File: src/rtl/uart_cmd_pkg.sv
// Shared constants, types and helpers for the UART command initiator.
package uart_cmd_pkg;

    localparam logic [7:0] CmdA = 8'h41;
    localparam logic [7:0] CmdB = 8'h42;
    localparam logic [7:0] CmdC = 8'h43;
    localparam logic [7:0] CmdZ = 8'h5A;

    localparam logic [7:0] Reply1 = 8'h31;
    localparam logic [7:0] Reply2 = 8'h32;
    localparam logic [7:0] ReplyX = 8'h58;

    typedef enum logic [1:0] {
        RES_PASS     = 2'd0,
        RES_MISMATCH = 2'd1,
        RES_PARITY   = 2'd2,
        RES_TIMEOUT  = 2'd3
    } result_t;

    typedef enum logic [1:0] {
        ST_IDLE     = 2'd0,
        ST_SEND     = 2'd1,
        ST_WAIT_RSP = 2'd2,
        ST_DONE     = 2'd3
    } state_t;

    // Command select to transmitted byte.
    function automatic logic [7:0] cmdByte(input logic [1:0] sel);
        case (sel)
            2'd0:    cmdByte = CmdA;
            2'd1:    cmdByte = CmdB;
            2'd2:    cmdByte = CmdC;
            default: cmdByte = CmdZ;
        endcase
    endfunction

    // Command byte to the reply the board is expected to return.
    function automatic logic [7:0] expectedReply(input logic [7:0] cmd);
        case (cmd)
            CmdA:    expectedReply = Reply1;
            CmdB:    expectedReply = Reply2;
            default: expectedReply = ReplyX;
        endcase
    endfunction

endpackage

File: src/rtl/uart_timeout_counter.sv
// Reply timeout counter: clears to zero, counts while enabled, and pulses
// o_expired for the one cycle in which the count equals termCount-1.
module uart_timeout_counter #(
    parameter int unsigned termCount = 9360
) (
    input  logic clk,
    input  logic rst_n,
    input  logic i_clear,
    input  logic i_enable,
    output logic o_expired
);

    localparam int unsigned CntW = (termCount > 2) ? $clog2(termCount) : 1;
    // Expiry is registered one count early so the pulse lines up with count == termCount-1.
    localparam logic [CntW-1:0] PreTerm = CntW'(termCount - 2);

    logic [CntW-1:0] count;

    // Count register and registered expiry pulse.
    always_ff @(posedge clk) begin
        if (!rst_n) begin
            count     <= '0;
            o_expired <= 1'b0;
        end else if (i_clear) begin
            count     <= '0;
            o_expired <= 1'b0;
        end else if (i_enable) begin
            count     <= count + CntW'(1);
            o_expired <= (count == PreTerm);
        end else begin
            o_expired <= 1'b0;
        end
    end

endmodule

File: src/rtl/uart_cmd_initiator.sv
// Sends one command byte, waits for the single-byte reply, retries on parity
// error or timeout, and reports a result code.
module uart_cmd_initiator
    import uart_cmd_pkg::*;
#(
    parameter int unsigned clksPerBit  = 234,
    parameter int unsigned timeoutBits = 40,
    parameter int unsigned maxRetries  = 2
) (
    input  logic       clk,
    input  logic       rst_n,
    input  logic       i_start,
    input  logic [1:0] i_cmdSel,
    output logic       o_enableTx,
    output logic [7:0] o_bitsTx,
    input  logic       i_txDone,
    input  logic       i_rxFinished,
    input  logic [7:0] i_rxBits,
    input  logic       i_parityError,
    output logic       o_busy,
    output logic       o_done,
    output logic [1:0] o_result,
    output logic [7:0] o_rxByte,
    output logic [1:0] o_attempts,
    output logic       o_unexpected
);

    localparam int unsigned TimeoutClks = timeoutBits * clksPerBit;
    localparam logic [1:0]  MaxAttempts = 2'(maxRetries + 1);

    state_t     state, stateNext;
    result_t    resultQ, resultNext;
    logic [7:0] cmdQ, cmdNext;
    logic [7:0] expQ, expNext;
    logic       firstQ, firstNext;
    logic       enableTxNext, doneNext, unexpNext, busyNext;
    logic [7:0] bitsTxNext, rxByteNext;
    logic [1:0] attemptsNext;
    logic       expired;
    logic       retriesLeft;

    // Transmitter completion is informational; the reply timeout runs from SEND.
    logic unusedTxDone;
    assign unusedTxDone = i_txDone;

    assign retriesLeft = (o_attempts < MaxAttempts);
    assign o_result    = 2'(resultQ);

    // Reply timeout, restarted on every transmit.
    uart_timeout_counter #(
        .termCount(TimeoutClks)
    ) u_timeout (
        .clk      (clk),
        .rst_n    (rst_n),
        .i_clear  (state == ST_SEND),
        .i_enable (state == ST_WAIT_RSP),
        .o_expired(expired)
    );

    // State and registered outputs.
    always_ff @(posedge clk) begin
        if (!rst_n) begin
            state        <= ST_IDLE;
            resultQ      <= RES_PASS;
            cmdQ         <= 8'h00;
            expQ         <= 8'h00;
            firstQ       <= 1'b0;
            o_enableTx   <= 1'b0;
            o_bitsTx     <= 8'h00;
            o_busy       <= 1'b0;
            o_done       <= 1'b0;
            o_rxByte     <= 8'h00;
            o_attempts   <= 2'd0;
            o_unexpected <= 1'b0;
        end else begin
            state        <= stateNext;
            resultQ      <= resultNext;
            cmdQ         <= cmdNext;
            expQ         <= expNext;
            firstQ       <= firstNext;
            o_enableTx   <= enableTxNext;
            o_bitsTx     <= bitsTxNext;
            o_busy       <= busyNext;
            o_done       <= doneNext;
            o_rxByte     <= rxByteNext;
            o_attempts   <= attemptsNext;
            o_unexpected <= unexpNext;
        end
    end

    // Next-state and next-output logic; a received byte beats a same-cycle timeout.
    always_comb begin
        stateNext    = state;
        resultNext   = resultQ;
        cmdNext      = cmdQ;
        expNext      = expQ;
        firstNext    = firstQ;
        enableTxNext = 1'b0;
        bitsTxNext   = o_bitsTx;
        busyNext     = (state != ST_IDLE);
        doneNext     = 1'b0;
        rxByteNext   = o_rxByte;
        attemptsNext = o_attempts;
        unexpNext    = 1'b0;

        case (state)
            ST_IDLE: begin
                unexpNext = i_rxFinished;
                if (i_start) begin
                    cmdNext   = cmdByte(i_cmdSel);
                    expNext   = expectedReply(cmdByte(i_cmdSel));
                    firstNext = 1'b1;
                    stateNext = ST_SEND;
                end
            end
            ST_SEND: begin
                enableTxNext = 1'b1;
                bitsTxNext   = cmdQ;
                firstNext    = 1'b0;
                attemptsNext = firstQ ? 2'd1 : o_attempts + 2'd1;
                stateNext    = ST_WAIT_RSP;
            end
            ST_WAIT_RSP: begin
                if (i_rxFinished) begin
                    if (i_parityError) begin
                        if (retriesLeft) begin
                            stateNext = ST_SEND;
                        end else begin
                            resultNext = RES_PARITY;
                            stateNext  = ST_DONE;
                        end
                    end else begin
                        rxByteNext = i_rxBits;
                        resultNext = (i_rxBits == expQ) ? RES_PASS : RES_MISMATCH;
                        stateNext  = ST_DONE;
                    end
                end else if (expired) begin
                    if (retriesLeft) begin
                        stateNext = ST_SEND;
                    end else begin
                        resultNext = RES_TIMEOUT;
                        stateNext  = ST_DONE;
                    end
                end
            end
            ST_DONE: begin
                doneNext  = 1'b1;
                unexpNext = i_rxFinished;
                stateNext = ST_IDLE;
            end
            default: stateNext = ST_IDLE;
        endcase
    end

endmodule

File: config.mk
export PLATFORM = sky130hd
export DESIGN_NAME = uart_cmd_initiator
export DESIGN_NICKNAME = d
export VERILOG_FILES = /design/src/rtl/uart_cmd_pkg.sv /design/src/rtl/uart_timeout_counter.sv /design/src/rtl/uart_cmd_initiator.sv
export SDC_FILE = /design/constraint.sdc
export NUM_CORES = 1
export LEC_CHECK = 0
export ABC_CLOCK_PERIOD_IN_PS = 1800
export CAP_MARGIN = 20
export CORE_ASPECT_RATIO = 2
export CORE_MARGIN = 5
export CORE_UTILIZATION = 50
export CTS_CLUSTER_DIAMETER = 60
export DETAILED_ROUTE_END_ITERATION = 16
export PLACE_DENSITY_LB_ADDON = 0.12
export SKIP_LAST_GASP = 1
export SLEW_MARGIN = 20
export SYNTH_ARGS = -nofsm -noshare
export SYNTH_HDL_FRONTEND = slang
export SYNTH_HIERARCHICAL = 1
export SYNTH_SLANG_ARGS = --single-unit
export TNS_END_PERCENT = 10
File: constraint.sdc
create_clock -name clk -period 1.8 [get_ports clk]
set_clock_uncertainty 0.05 [all_clocks]
set_input_delay 0.36 -clock clk [delete_from_list [all_inputs] [get_ports clk]]
set_output_delay 0.36 -clock clk [all_outputs]
set_load 0.01 [all_outputs]
==> impl_metrics.toml, run 1 <==
[run_status]
status = "finished, final reports clean"

[detailed_routing]
wl_met1_um = 1590
drc = 0
post_drt_wl_per_cell_um = 13.3
met3_length_um = 119
dr.first_iter.drc_count = 28
wl_met2_um = 2570
via_per_inst = 5.19
ant_nets = 0
dr.pass1.iters = 4
top_layer_used = "met4"
routed_wl_um = 4330
dr_total_vias = 1692

[synthesis]
synthFlopType = "dfxtp_1"
synth_top_cell_area_share_pct = 47.0
synth_area_leaders = "dfxtp_1, a21oi_1, nand2_1"
synth.distinct_cells = 37
syn_area_per_cell_um2 = 8.79
postSynth.asyncResetShare_pct = 0
ys_ff_latch = 46
synth_most_common_cell = "dfxtp_1"
syn_area_mm2 = 0.00196
synth_edf_count = 0
synth_seq_area_share_pct = 47.0
synthCells = 223
synth_common_cells = "dfxtp_1, nand2_1, a21oi_1"
synth_largest_area_cell = "dfxtp_1"
ys_warn_count = 6

[min_path]
hp-start = "o_rxByte[7]"
hold_depth = 2
min_to = "o_rxByte[7]"
worst_hold_path_type = "reg -> reg"

[setup_path]
r2r_slack_ns = 0.15
required_ns = 1.95
worstSetupPathType = "in -> reg"
arrival_ns = 1.92
crit_path_end_kind = "register"
rr_endpoint = "u_timeout/count[7]"
start_kind = "input port"
critPathMaxFanout = 2
reg2reg_depth = 6
r2r-start = "state[0]"

[finish]
nNetsFinal = 297
area_growth_pct = 31.9
n_fill_cell = 356
antennaDiodeCount = 0
drive_gt1_share_pct = 12.4

[floorplan]
ios = 40
fp.dieH_um = 98.5
fp.dieW_um = 54.3
std_cell_rows = 32
dieArea_mm2 = 0.00535
initial_core_util_pct = 51.0
core_mm2 = 0.00384

[cts]
insertion_delay_ns = 0.30
clock_sinks = 46
clock-root-buffer = "clkbuf_8"
hold_buffers = 0
cts_buffer_depth = 2
cts_tree = "done"
cts.clk_slew.worst_paths_ns = 0.09
h-tree-depth = 2
numCtsBuffers = 5

[sta]
rsz0062_at_grt = "true"
slew_violations = 0
hold_viol = 0
setup_viol = 0
fmax_ghz = 0.565
setup_tns_ns = 0
fin_crit_sh_pct = 98.4
period_minus_slack_ns = 1.77
finalWorstSetupSlack_ns = 0.0287

[placed_design]
place.port_buffers = 35
hpwl_um = 3350
gp_congestion = 0.731
place_worst_setup_slack_ns = -0.294

[global_routing]
grt_pass1_wl_um = 7450
overflow = 0
grt_max_degree = 15
antenna_found_initial = 0
track_usage_pct = 18.1
grt_pass1_vias = 1746

[power_and_ir_drop]
p_total_mw = 2.38
leakagePower_nw = 0.941
peakVddDrop_uv = 790
p_per_area_mw_per_mm2 = 919

[run]
drv_cap = 0
[placed cells by master (no fill, tap or decap), types with 4 or more instances in the layout]
| cell | Yosys | final |
|---|---|---|
| nor2_1 | 18 | 18 |
| nand4_1 | 5 | 5 |
| dfxtp_1 | 46 | 46 |
| xnor2_1 | 4 | 4 |
| buf_4 | 5 | 20 |
| or3_1 | 4 | 4 |
| nand2b_1 | 4 | 4 |
| o21ai_0 | 8 | 8 |
| a21oi_1 | 24 | 24 |
| mux2i_1 | 6 | 6 |
| nor2b_1 | 4 | 4 |
| clkdlybuf4s50_1 | 0 | 35 |
| ha_1 | 7 | 6 |
| nand3_1 | 14 | 14 |
| inv_1 | 5 | 5 |
| nand2_1 | 27 | 27 |
| clkbuf_8 | 0 | 5 |
[power breakdown]
group          leakage [nW]  switching [mW]  internal (mW)  total, mW
clock                0.0579           0.343          0.409      0.751
sequential            0.374          0.0480           1.09       1.14
combinational         0.510           0.243          0.243      0.486
total                 0.941           0.634           1.74       2.38
[worst max-delay path, stage by stage]
cell,delay [ns]
clkdlybuf4s50_1,0.44
or3_1,0.40
a2111oi_4,0.36
a41oi_1,0.15
o221a_1,0.21
[per-layer routing]
layer  track usage, %  up-vias
met1             18.6      795
li1                 -      867
met4             6.14        0
met2             33.8       24
met3             3.48        6
met5                0        -
[through the flow]
step / area (um^2) / hold slack, ns / std cells / utilization (%)
2_1_floorplan: 1970 / 0.382 / 225 / -
3_3_place_gp: 2440 / 0.393 / 315 / 63.4
3_5_place_dp: 2440 / 0.396 / 315 / 63.4
4_1_cts: 2560 / 0.410 / 325 / 66.7
5_1_grt: 2580 / 0.429 / 326 / 67.3
6_report: 2580 / 0.407 / 326 / 67.3
[worst max-delay path by stage]
stage | startpoint | end | cells past startpoint
finish | i_rxBits[3] | o_result[0] | 5
global route | i_rxBits[3] | o_result[0] | 5
CTS | i_rxBits[3] | o_result[0] | 5
detailed placement | i_rxBits[3] | o_result[0] | 5
global placement | i_rxBits[3] | o_result[0] | 5
floorplan | state[0] | u_timeout/count[7] | 6
[layout make-up]
cell class	count	area, um^2	area share [%]
multi-input combinational	161	972	37.6
inverter	5	18.8	0.726
clock buffer	5	68.8	2.66
clock inverter	3	40.0	1.55
sequential	46	921	35.6
tap	51	63.8	2.47
timing repair buffer	55	500	19.4
[registers in the layout, indices dropped and copies added (netlist names)]
| register | cells |
|---|---|
| o_rxByte | 8 |
| o_unexpected | 1 |
| o_result | 2 |
| state | 2 |
| u_timeout/count | 14 |
| o_attempts | 2 |
| firstQ | 1 |
| o_busy | 1 |
| cmdQ | 3 |
| u_timeout/o_expired | 1 |
| o_done | 1 |
| o_enableTx | 1 |
| o_bitsTx | 4 |
| expQ | 5 |
[kinds of logic after synthesis]
group	count (synthesis)	share of synthesized area, %
and+or+nand+nor	93	23.8
buffers and inverters	18	4.53
muxes	6	3.07
AOI/OAI and AO/OA	45	13.9
other	1	0.191
DFF	46	47.0
adders and majority gates	7	4.47
xor gates and xnor gates	7	3.13
[what timing repair did]
item / in CTS / in global routing
pin swaps: 1 / 1
resized for setup: 0 / 2
setup endpoints to repair: 4 / 8
buffers inserted: 2 / 1
Note: power is estimated with default switching activity, not from simulation.
==> run 2, diff against run 1 <==
--- a/config.mk
+++ b/config.mk
@@ -9,7 +9,7 @@
 export CAP_MARGIN = 20
 export CORE_ASPECT_RATIO = 2
 export CORE_MARGIN = 5
-export CORE_UTILIZATION = 50
+export CORE_UTILIZATION = 38
 export CTS_CLUSTER_DIAMETER = 60
 export DETAILED_ROUTE_END_ITERATION = 16
 export PLACE_DENSITY_LB_ADDON = 0.12
==> run 2 against run 1 <==
  * Critical path depth is the same
  * Critical path type unchanged
  * Worst hold slack is essentially flat
  * Via count shrank 0.41%
  * Routed wire length grew 6.6%
  * Largest cell class unchanged
  * Register-to-register slack lost 0.05 ns
  * Utilization shrank 17 points
  * Sequential power is essentially flat
==> impl_metrics.toml, run 2 (synthesis gave the netlist of run 1 again) <==
[run_status]
status = "finished, final reports clean"

[setup_path]
slowest_stage = "clkdlybuf4s50_1"
arrival_ns = 1.90
crit_path_end_kind = "register"
r2r-start = "u_timeout/count[4]"
cp-startpoint = "i_rxBits[3]"
cp.depth = 5
path_cells = "clkdlybuf4s50_1 -> or3_4 -> a2111oi_4 -> a41oi_2 -> o221a_1"
start_kind = "input port"
crit_buf_inv = 1
cp_top_family = "compound AO/OA/AOI/OAI gates"
reg2reg_depth = 3
required_ns = 1.94
r2r_slack_ns = 0.10
critPathMaxStageDelay_ns = 0.45
endpoint = "o_result[0]"
worstSetupPathType = "in -> reg"
rr_endpoint = "u_timeout/count[10]"
critPathMaxFanout = 3

[cts]
numCtsBuffers = 5
h-tree-depth = 2
insertion_delay_ns = 0.29
cts_buffer_depth = 2
cts_tree = "done"
clock_sinks = 46
cts.clk_slew.worst_paths_ns = 0.08
hold_buffers = 0
clock-root-buffer = "clkbuf_8"
cts_setup_buffers = 0

[global_routing]
overflow = 0
grt_max_degree = 25
grt_pass1_vias = 1731
track_usage_pct = 15.1
antenna_found_initial = 0
grt_pass1_wl_um = 7970

[finish]
layout_commonest_cell = "dfxtp_1"
seq_area_um2 = 921
n_fill_cell = 494
nNetsFinal = 292
final_cell_mix = "dfxtp_1, clkdlybuf4s50_1, nand2_1, a21oi_1, nor2_1"
largest_reg_flops = 14
final_cells = 328
multiInputGateArea_um2 = 991
antennaDiodeCount = 0
largest_registers = "u_timeout/count: 14 flops, o_rxByte: 8 flops, expQ: 5 flops"
regMostFlops = "u_timeout/count"
area_growth_pct = 30.5
drive_gt1_share_pct = 11.5

[floorplan]
fp.dieW_um = 60.8
initial_core_util_pct = 38.5
dieArea_mm2 = 0.00678
ios = 40
core_mm2 = 0.00509
std_cell_rows = 37
fp.dieH_um = 112

[sta]
slew_violations = 0
period_minus_slack_ns = 1.76
worst_hold_slack_ns = 0.406
fmax_ghz = 0.569
fin_crit_sh_pct = 97.6
hold_viol = 0
finalWorstSetupSlack_ns = 0.0424
setup_viol = 0
rsz0062_at_grt = "true"

[placed_design]
place_worst_setup_slack_ns = -0.346
gp_congestion = 0.814
hpwl_um = 3560
place.port_buffers = 35
dp_cells = 320

[power_and_ir_drop]
p_per_area_mw_per_mm2 = 890
peakVddDrop_uv = 626
p_total_mw = 2.28
leakagePower_nw = 0.911

[detailed_routing]
post_drt_wl_per_cell_um = 14.1
dr.first_iter.drc_count = 47
routed_wl_um = 4620
dr.pass1.iters = 4
via_per_inst = 5.14
ant_nets = 0
dr_total_vias = 1685
drc = 0

[min_path]
worst_hold_path_type = "reg -> reg"

[run]
drv_cap = 0
## run 2: timing repair
| item | 4_1_cts | 5_1_grt |
|---|---|---|
| resized for setup | 2 | 3 |
| setup endpoints to repair | 1 | 9 |
| pin swaps | 0 | 1 |
## run 2: how the worst min path moves through the flow
| stage | startpoint | end | slack, ns | cells after the start |
|---|---|---|---|---|
| after global routing | o_rxByte[1] | o_rxByte[1] | 0.43 | 2 |
| final | o_rxByte[1] | o_rxByte[1] | 0.41 | 2 |
| after global placement | o_rxByte[1] | o_rxByte[1] | 0.39 | 2 |
| after floorplan | cmdQ[4] | cmdQ[4] | 0.38 | 2 |
| after detailed placement | o_rxByte[1] | o_rxByte[1] | 0.40 | 2 |
| after CTS | o_rxByte[1] | o_rxByte[1] | 0.41 | 2 |
## run 2: area by class of cell
class	count	area share, %
Clock buffer	7	3.38
Clock inverter	1	0.196
Inverter	5	0.734
Multi-Input combinational cell	161	38.7
Sequential cell	46	36.0
Tap cell	58	2.84
Timing Repair Buffer	50	18.1
## run 2: worst reg2reg max path, stage by stage (launching register included)
cell and delay [ns]:
dfxtp_1 0.47, nand4_1 0.37, or4_1 0.60, a21oi_1 0.14
## run 2: report_power, final
part           leakage [nW]  switching (mW)  internal [mW]
registers             0.374          0.0471           1.09
clock network        0.0482           0.337          0.310
logic                 0.489           0.248          0.242
total                 0.911           0.632           1.64
## run 2: through the flow
stage | instance area, um^2 | utilization, % | setup TNS (ns)
floorplan | 1970 | - | 0
CTS | 2540 | 49.9 | 0
global route | 2560 | 50.2 | -0.0114
detailed placement | 2430 | 47.8 | -0.346
global placement | 2430 | 47.8 | -0.311
finish | 2560 | 50.2 | 0
## run 2: per-layer routing
layer / global-route usage [%] / wire length (um) / up-vias
met5: 0 / 0 / -
met4: 7.09 / 128 / 0
met3: 2.55 / 115 / 11
met2: 27.0 / 2640 / 32
met1: 16.2 / 1740 / 781
li1: - / - / 861
==> run 3, diff against run 2 <==
--- a/config.mk
+++ b/config.mk
@@ -7,9 +7,11 @@
 export LEC_CHECK = 0
 export ABC_CLOCK_PERIOD_IN_PS = 1800
 export CAP_MARGIN = 20
+export CELL_PAD_IN_SITES_DETAIL_PLACEMENT = 1
+export CELL_PAD_IN_SITES_GLOBAL_PLACEMENT = 1
 export CORE_ASPECT_RATIO = 2
 export CORE_MARGIN = 5
-export CORE_UTILIZATION = 38
+export CORE_UTILIZATION = 37
 export CTS_CLUSTER_DIAMETER = 60
 export DETAILED_ROUTE_END_ITERATION = 16
 export PLACE_DENSITY_LB_ADDON = 0.12
==> run 3 against run 2 <==
  * Power grew 5.6%
  * Via count grew 4.0%
  * First-iteration DRC count shrank 23%
  * Worst setup slack lost 0.0041 ns
  * Critical endpoint unchanged
  * Largest power group unchanged
  * Highest routed layer unchanged
==> impl_metrics.toml, run 3 (synthesis gave the netlist of run 1 again) <==
[run_status]
status = "finished, final reports clean"

[finish]
fin_area_mm2 = 0.00260
finish.utilization_pct = 50.6
drive_gt1_share_pct = 12.7
final_cell_mix = "dfxtp_1, clkdlybuf4s50_1, nand2_1, a21oi_1, buf_4"
nNetsFinal = 297
n_fill_cell = 610
largest_reg_flops = 14
regMostFlops = "u_timeout/count"
layout_commonest_cell = "dfxtp_1"
antennaDiodeCount = 0
largest_registers = "u_timeout/count: 14 flops, o_rxByte: 8 flops, expQ: 5 flops"
area_growth_pct = 32.8

[detailed_routing]
via_per_inst = 5.26
drc = 0
ant_nets = 0
routed_wl_um = 5220
dr.pass1.iters = 4
dr_total_vias = 1753
post_drt_wl_per_cell_um = 15.7
dr.first_iter.drc_count = 36

[cts]
numCtsBuffers = 5
hold_buffers = 0
clock-root-buffer = "clkbuf_8"
insertion_delay_ns = 0.30
clock_sinks = 46
cts_tree = "done"
cts.clk_slew.worst_paths_ns = 0.09
cts_setup_buffers = 0
h-tree-depth = 2
cts_buffer_depth = 2

[power_and_ir_drop]
p_total_mw = 2.40
p_int_mw = 1.75
swShare_pct = 27.0
pwr-share-seq_pct = 47.4
peakVddDrop_uv = 672
switchingPower_mw = 0.649
leakagePower_nw = 0.946
combPwrFrac_pct = 21.1
p_per_area_mw_per_mm2 = 923
pwr-share-clk_pct = 31.4

[setup_path]
cp_top_family = "compound AO/OA/AOI/OAI gates"
slowest_stage = "clkdlybuf4s50_1"
path_cells = "clkdlybuf4s50_1 -> or3_4 -> a2111oi_4 -> a41oi_1 -> o221a_1"
reg2reg_depth = 7
required_ns = 1.95
crit_buf_inv = 1
crit_path_end_kind = "register"
start_kind = "input port"
arrival_ns = 1.91
worstSetupPathType = "in -> reg"
critPathMaxStageDelay_ns = 0.43
r2r_slack_ns = 0.11
cp.depth = 5
critPathMaxFanout = 2

[sta]
fin_crit_sh_pct = 97.9
hold_viol = 0
worst_hold_slack_ns = 0.411
fmax_ghz = 0.568
rsz0062_at_grt = "true"
period_minus_slack_ns = 1.76
slew_violations = 0
setup_viol = 0

[floorplan]
fp.dieW_um = 61.5
initial_core_util_pct = 38.1
fp.dieH_um = 113
dieArea_mm2 = 0.00694
std_cell_rows = 37
core_mm2 = 0.00514
ios = 40

[global_routing]
grt_use_met1_pct = 15.6
use_met3_pct = 3.42
use_met2_pct = 31.6
grt_max_degree = 16
grt_pass1_wl_um = 8590
top_usage_layer = "met2"
overflow = 0
grt_pass1_vias = 1836
track_usage_pct = 16.5
antenna_found_initial = 0

[run]
drv_cap = 0

[placed_design]
place.port_buffers = 35
hpwl_um = 4140
postPlaceCellArea_mm2 = 0.00247
gp_congestion = 0.793

[min_path]
worst_hold_path_type = "reg -> reg"
hold_depth = 2
run 3: cell types whose count changed in the layout (fill, tap and decap cells not counted), sizes merged:
| cell | previous run | this run |
|---|---|---|
| buf | 15 | 20 |
| bufinv | 0 | 1 |
| clkinv | 1 | 2 |
| clkbuf | 7 | 5 |
run 3: tightest hold or removal path: cells and delay by family, from the launching register on:
kind            cells  cell delay [ns]
compound gates      1             0.05
simple gates        1             0.05
flops               1             0.32
run 3: final timing paths:
path | startpoint | to
worst max-delay path | i_rxBits[3] | o_result[0]
worst min-delay path | cmdQ[4] | cmdQ[4]
worst max register to register | state[0] | state[1]
worst min register to register | cmdQ[4] | cmdQ[4]
run 3: area by class of cell:
cell class              instances  area [um^2]  share of cell area, %
flip-flops and latches         46          921                   35.4
inverters                       5         18.8                  0.721
well taps                      58         72.6                   2.79
clock inverters                 3         40.0                   1.54
repair buffers                 55          500                   19.2
clock buffers                   5         68.8                   2.64
multi-input cells             161          981                   37.7
run 3: metrics by stage:
| stage | std cells | TNS (ns) | worst slack [ns] |
|---|---|---|---|
| 3_3_place_gp | 325 | -0.482 | -0.294 |
| 2_1_floorplan | 225 | 0 | 0.152 |
| 4_1_cts | 333 | 0 | 0.000908 |
| 6_report | 333 | 0 | 0.0383 |
| 3_5_place_dp | 325 | -0.602 | -0.349 |
| 5_1_grt | 333 | -0.0234 | -0.0234 |
run 3: what timing repair did:
item | 4_1_cts | 5_1_grt
gates resized for setup | 1 | 2
setup endpoints to repair | 1 | 2
pin swaps | 0 | 0
run 3: per-layer routing:
metal  vias up  share of wire [%]
li1        868                  -
met1       849                 34
met2        28                 60
met3         8                3.3
met4         0                2.2
met5         -                  0
run 3: power groups by stage:
stage	clock [mW]	sequential (mW)	combinational, mW
after floorplan	0	1.17	0.262
after global placement	0	1.16	0.503
after detailed placement	0	1.16	0.514
after CTS	0.792	1.14	0.519
after global routing	0.835	1.15	0.565
final	0.755	1.14	0.508
